## src/rtl/xadc_drp_reader.sv

```systemverilog
// Turns each XADC end-of-sequence event into two DRP reads (current, then
// voltage) and presents the pair as one sample on a valid/ready output.
module xadc_drp_reader #(
  parameter logic [6:0]  CURRENT_ADDR = 7'h14,
  parameter logic [6:0]  VOLTAGE_ADDR = 7'h1C,
  parameter int unsigned DRDY_TIMEOUT = 64
) (
  input  logic        dclk_in,
  input  logic        reset_in,
  input  logic        eos_in,
  output logic        den_out,
  output logic        dwe_out,
  output logic [15:0] di_out,
  output logic [6:0]  daddr_out,
  input  logic        drdy_in,
  input  logic [15:0] do_in,
  output logic        sample_valid_out,
  input  logic        sample_ready_in,
  output logic [11:0] current_sample_out,
  output logic [11:0] voltage_sample_out,
  output logic [15:0] overrun_count_out,
  output logic        timeout_out
);

  typedef enum logic [2:0] {
    IDLE,
    CUR_REQ,
    CUR_WAIT,
    VOLT_REQ,
    VOLT_WAIT,
    PUBLISH
  } state_t;

  // The last waiting cycle is still allowed to accept drdy_in.
  localparam logic [7:0] WAIT_LAST = 8'(DRDY_TIMEOUT - 1);

  state_t      state, next_state;
  logic [7:0]  wait_cnt;
  logic [11:0] cur_hold, volt_hold;
  logic        in_wait, wait_expired;
  logic        cur_capture, volt_capture, timeout_hit, publish;
  logic        eos_busy, overwrite;
  logic [16:0] overrun_sum;
  logic        unused_do_bits;

  assign dwe_out        = 1'b0;
  assign di_out         = '0;
  assign unused_do_bits = ^do_in[3:0];

  assign in_wait      = (state == CUR_WAIT) || (state == VOLT_WAIT);
  assign wait_expired = (wait_cnt == WAIT_LAST);

  // NOTE: sequential state uses non-blocking (<=) so every register samples
  // pre-edge values; blocking here would create order-dependent races.
  always_ff @(posedge dclk_in or negedge reset_in) begin
    if (!reset_in) state <= IDLE;
    else           state <= next_state;
  end

  // NOTE: a default assignment before the case keeps this purely
  // combinational; a path that leaves next_state unassigned infers a latch.
  always_comb begin
    next_state = state;
    unique case (state)
      IDLE:      if (eos_in) next_state = CUR_REQ;
      CUR_REQ:   next_state = CUR_WAIT;
      CUR_WAIT:  if (drdy_in) next_state = VOLT_REQ;
                 else if (wait_expired) next_state = IDLE;
      VOLT_REQ:  next_state = VOLT_WAIT;
      VOLT_WAIT: if (drdy_in) next_state = PUBLISH;
                 else if (wait_expired) next_state = IDLE;
      PUBLISH:   next_state = IDLE;
      default:   next_state = IDLE;
    endcase
  end

  always_comb begin
    den_out      = (state == CUR_REQ) || (state == VOLT_REQ);
    cur_capture  = (state == CUR_WAIT) && drdy_in;
    volt_capture = (state == VOLT_WAIT) && drdy_in;
    timeout_hit  = in_wait && !drdy_in && wait_expired;
    publish      = (state == PUBLISH);
  end

  // Two overrun sources can coincide: an eos during PUBLISH that also overwrites.
  assign eos_busy    = eos_in && (state != IDLE);
  assign overwrite   = publish && sample_valid_out && !sample_ready_in;
  assign overrun_sum = {1'b0, overrun_count_out} + 17'(eos_busy) + 17'(overwrite);

  // NOTE: the holding registers are reset along with everything else so a
  // reset mid-read can never leak a stale half-pair into a later publish.
  always_ff @(posedge dclk_in or negedge reset_in) begin
    if (!reset_in) begin
      wait_cnt           <= '0;
      daddr_out          <= '0;
      cur_hold           <= '0;
      volt_hold          <= '0;
      sample_valid_out   <= 1'b0;
      current_sample_out <= '0;
      voltage_sample_out <= '0;
      overrun_count_out  <= '0;
      timeout_out        <= 1'b0;
    end else begin
      wait_cnt <= in_wait ? wait_cnt + 8'd1 : 8'd0;

      if ((state == IDLE) && eos_in) daddr_out <= CURRENT_ADDR;
      else if (cur_capture)          daddr_out <= VOLTAGE_ADDR;

      if (cur_capture)  cur_hold  <= do_in[15:4];
      if (volt_capture) volt_hold <= do_in[15:4];

      if (publish) begin
        sample_valid_out   <= 1'b1;
        current_sample_out <= cur_hold;
        voltage_sample_out <= volt_hold;
      end else if (sample_ready_in) begin
        sample_valid_out <= 1'b0;
      end

      overrun_count_out <= overrun_sum[16] ? 16'hFFFF : overrun_sum[15:0];

      if (timeout_hit) timeout_out <= 1'b1;
    end
  end

endmodule

```

## config.mk

```make
export PLATFORM = sky130hd
export DESIGN_NAME = xadc_drp_reader
export DESIGN_NICKNAME = d
export VERILOG_FILES = /design/src/rtl/xadc_drp_reader.sv
export SDC_FILE = /design/constraint.sdc
export NUM_CORES = 1
export LEC_CHECK = 0
export ABC_AREA = 1
export BUFFER_PORTS_ARGS = -buffer_cell sky130_fd_sc_hd__buf_2
export CORE_ASPECT_RATIO = 1.1
export CORE_MARGIN = 2
export CORE_UTILIZATION = 28
export CTS_BUF_LIST = sky130_fd_sc_hd__clkbuf_8
export CTS_CLUSTER_SIZE = 30
export DETAILED_ROUTE_END_ITERATION = 10
export HOLD_SLACK_MARGIN = 0.06
export REMOVE_ABC_BUFFERS = 1
export SLEW_MARGIN = 20
export SYNTH_ARGS = -nofsm -noshare
export SYNTH_HDL_FRONTEND = slang
export SYNTH_SLANG_ARGS = --single-unit
export TNS_END_PERCENT = 10
```

## constraint.sdc

```tcl
create_clock -name dclk_in -period 2.38 [get_ports dclk_in]
set_input_delay 0.119 -clock dclk_in [delete_from_list [all_inputs] [get_ports dclk_in]]
set_output_delay 0.119 -clock dclk_in [all_outputs]
set_load 0.03 [all_outputs]
```

Word level (Yosys, flattened, before mapping) --
Index checks and enable logic that the tools add are counted.
Word-level totals: register bits 84, bits of input ports 21, word-level logic and storage cells 47
Operators by class: add/sub/neg operators 3, equal/unequal tests 7, muxes and demuxes 11, reductions and logical operators 16
Operators with widths (number):
- 16-bit by 1-bit adder with 17-bit output | 1
- 17-bit by 1-bit adder with 17-bit output | 1
- 16-bit two-way mux | 1
- 3-bit one-hot mux with 5 select lines | 1
- 7-bit two-way mux | 2
- 3-bit two-way mux | 4
- 8-bit by 1-bit adder with 8-bit output, second input constant | 1
- 8-bit by 6-bit == test with 1-bit output, second input constant | 1
- 1-bit logical AND | 8
- 8-bit two-way mux | 1
- 3-bit by 2-bit == test with 1-bit output, second input constant | 2
- 3-bit == test, second input constant | 2
- 2-bit nonzero test | 2
- 3-bit by 1-bit == test with 1-bit output, second input constant | 1
- 3-bit logical NOT | 1
- 3-bit nonzero test | 1
- 1-bit logical NOT | 2
- 1-bit logical OR | 2
- 1-bit two-way mux | 2
- 2-bit != test, second input constant | 1

Depth between registers and ports, before layout --
depth in word-level cells 5, gate-level depth with buffers 14

Least setup slack after synthesis --
Ideal clock, no wire load.
path kind register to register, start reg state[1], end reg overrun_count_out[14], setup time 69 ps, data arrival time 2565 ps, data required time 2311 ps, setup slack -254 ps, stages on the path, launching flop included 15, path buffers 2, clock period less this slack 2634 ps, path through dfrtp_1 -> inv_1 -> nand3_4 -> buf_4 -> or3_1 -> fa_1 -> inv_1 -> ha_1 -> nand3_1 -> inv_1 -> nand2_1 -> inv_1 -> nand3_1 -> buf_2 -> nand3_1
Between the ends: word-level cells in the longest chain between the ends 5
Ends and longest elaborated chain:
- from (decl) | RTL line 37 | state_t state, next_state;
- from (signal assigned) | RTL line 57 | else state <= next_state;
- 3-bit nonzero test / 3-bit == test (equally long branches) | RTL line 86, 82
- 1-bit logical AND (on tied branches) | RTL line 86, 87
- 16-bit by 1-bit adder with 17-bit output / 1-bit logical AND (equally long branches) | RTL line 88, 87
- 17-bit by 1-bit adder with 17-bit output * | RTL line 88 | assign overrun_sum = {1'b0, overrun_count_out} + 17'(eos_busy) + 17'(overwrite);
- 16-bit two-way mux * | RTL line 120 | overrun_count_out <= overrun_sum[16] ? 16'hFFFF : overrun_sum[15:0];
- to (signal assigned) | RTL line 120
- to (decl) | RTL line 21 | output logic [15:0] overrun_count_out,
Every way passes the cells marked *; elsewhere a longest branch is shown, timed or not. A chain may end at the register's enable or synchronous reset.

Final worst setup path --
start reg state[1], end reg overrun_count_out[13]
Same word-level chain as after synthesis.

==> impl_results.md <==
* Status: completed
* Slew HR at 0.520
* Fin crit period at 2240 ps
* # IOs at 88
* Vias at 2719
* Setup TNS at 0 ps
* Final setup viols at 0
* Initial antenna violation count at 0
* Iter 0 DRT Violations at 136
* Reg2reg path depth at 13
* Crit path from: state[1]
* IO Port Bufs at 62
* First-pass GRT wire length at 12400 um
* DR pass1 iterations at 4
* Clock slew at reported path FFs at 80 ps
* CTS Sinks at 79
* Total grt overflow at 0
* Row count at 43
* Setup ws final at 140 ps
* Worst reg2reg path endpoint: overrun_count_out[13]
* Critical R2R Launch: state[1]
* Synth Warn # at 0
* Placed insts at 593
* Wire length per cell at 12.0 um
* Starting Density at 0.284
* Fraction of layout cells with a size suffix above 1 at 0.265
* Final non-filler cell total at 625
* Detail Placement HPWL at 5080 um
* Cell Pwr Density at 1140 nW/um2
* CP startpoint kind: register
* Critical path, cell by cell: inv_2 -> nand3_4 -> or3_4 -> fa_2 -> inv_1 -> ha_2 -> nand3_2 -> inv_2 -> nand2_1 -> inv_2 -> nand3_2 -> buf_6 -> nand3_1
* Die area at 13600 um2
* Inserted Clock Buffers at 9
* Max incr delay on CP at 400 ps
* Drt via density at 4.35
* TritonCTS clock tree: done
* Cell count after synthesis at 374
* Fill count at 1292
* Clock root cell: clkbuf_8
* Slew Viols, Final at 0
* Final Wtd Congestion at 0.812
* Sequential-to-total area share from yosys stat at 0.555
* Die Ht at 122 um
* Crit path required time at 2670 ps
* CP endpoint: overrun_count_out[13]
* Synth Register Bits at 79
* Hold Crit Class: in -> async
* Crit-path max FO at 9
* Final core occ at 0.351
* Clock Skews at 9.91 ps
* Diode count at 0
* Critical path's slowest cell: dfrtp_1
* Yosys cell types at 28
* Largest net degree at the start of global routing at 80
* Post-DRT Antenna Nets at 0
* Top delay family on crit path: simple AND/OR/NAND/NOR gates
* Crit path capture type: register
* CP most frequent cell: inv_2
* Slew @ Worst Pin at 720 ps
* Worst Setup Path Type: reg -> reg
* Core area at 12500 um2
* Total track usage at 0.114
* Htree depth at 3
* Leakage at 2.33 nW
* Final wirelength at 7470 um
* Buf/Inv on CP at 5
* Final Hold Viols at 0
* Pre-CTS WS at -30.1 ps
* R2R setup slack at 140 ps
* Fmax at 446 MHz
* Clock latency at the later pin of the worst-skew pair at 350 ps
* Fin nets at 487
* Tcrit/Tclk final at 0.941
* Die width at 112 um
* Mapped cell area at 3560 um2
* # DRC at 0
* MaxCap Viol Count at 0
* Syn Area/Cell at 9.52 um2
* Area Growth Syn to Fin at 23.6%
* VDD IR-drop max at 0.362 mV
* Longest Clk Path Bufs at 2
* Stages on worst setup path at 13
* Vias in the first global route at 2593
* Worst Path Arrival at 2530 ps
report_power, final:
part,internal [mW],switching [mW],leakage (nW)
combinational,0.666,1.20,1.20
clock,0.521,0.522,0.109
sequential,1.82,0.279,1.02
worst register-to-register path, delay by kind of cell (launching register included):
kind,cells,cell delay [ps]
AND/OR/NAND/NOR,6,730
buffers and inverters,5,480
flip-flops,1,400
adder cells (fa/ha/maj),2,560
state kept, by name (all words and copies together), names as in the netlist:
register	cells
daddr_out	2
voltage_sample_out	12
state	3
cur_hold	12
wait_cnt	8
overrun_count_out	16
volt_hold	12
current_sample_out	12
timeout_out	1
sample_valid_out	1
cell type report:
type	instances	area (um2)	area share
Timing Repair Buffer	88	559	0.127
Clock inverter	6	68.8	0.0156
Tap cell	157	196	0.0446
Sequential cell	79	1980	0.449
Inverter	48	180	0.0409
Multi-Input combinational cell	237	1280	0.292
Clock buffer	10	138	0.0313
cells by family (layout without fill, tap and decap cells):
| family | after synthesis | after routing | share of synthesized area |
|---|---|---|---|
| adder cells (fa/ha/maj) | 3 | 3 | 0.0126 |
| buffers and inverters | 78 | 152 | 0.111 |
| AO/OA/AOI/OAI | 44 | 44 | 0.0625 |
| multiplexers | 24 | 24 | 0.0759 |
| flip-flops | 79 | 79 | 0.555 |
| AND/OR/NAND/NOR | 140 | 140 | 0.170 |
| XOR/XNOR | 5 | 5 | 0.0123 |
| other | 1 | 21 | 0.00105 |
metal layers:
layer  wire length (um)  GRT usage  part of all wire
met1               3350      0.141              0.45
met3                306     0.0217             0.041
met2               3650      0.191              0.49
met4                171     0.0602             0.023
met5                  0          0                 0
Yosys cell counts (all sizes together):
library cell / n / share of area
nor2: 24 / 0.025
mux2: 24 / 0.076
a21oi: 9 / 0.013
conb: 1 / 0.0011
xor2: 4 / 0.0098
nand3: 27 / 0.043
o21bai: 1 / 0.0021
inv: 48 / 0.051
nor3: 3 / 0.0074
ha: 2 / 0.0070
or2: 2 / 0.0035
o21ai: 34 / 0.048
or3: 1 / 0.0018
nand2: 82 / 0.087
buf: 28 / 0.058
clkbuf: 2 / 0.0025
xnor2: 1 / 0.0025
nand4: 1 / 0.0018
fa: 1 / 0.0056
dfrtp: 79 / 0.55
cell usage in the layout, fill, tap and decap left out, types with 10 or more instances in the layout:
cell / synthesis / final
inv_1: 48 / 46
conb_1: 1 / 21
nand2_1: 81 / 81
clkbuf_8: 0 / 10
dlygate4sd3_1: 0 / 16
o21ai_0: 34 / 34
nand3_1: 25 / 23
nor2_1: 24 / 24
mux2_2: 23 / 23
buf_2: 3 / 61
dfrtp_1: 79 / 79
per-stage QoR:
step	hold slack, ps	power [mW]	cell area [um2]
final	378	5.01	4400
after global routing	442	5.39	4400
after CTS	468	5.08	4380
after detailed placement	330	3.99	4010
after global placement	331	3.92	4010
after floorplan	-177	3.36	3420
worst min-delay path by stage:
stage | cells past startpoint | slack, ps | endpoint
after floorplan | 0 | -180 | cur_hold[0]
after global placement | 2 | 330 | daddr_out[3]
after detailed placement | 2 | 330 | daddr_out[3]
after CTS | 1 | 470 | wait_cnt[0]
after global routing | 2 | 440 | overrun_count_out[12]
final | 2 | 380 | overrun_count_out[14]
repair_timing:
item / in CTS / in global routing
endpoints found under the hold margin: 106 / 0
setup endpoints to repair: 9 / 15
buffers inserted: 0 / 0
hold buffers: 16 / 0
resized for setup: 1 / 9
No activity file was read; power rests on OpenSTA's default activity.
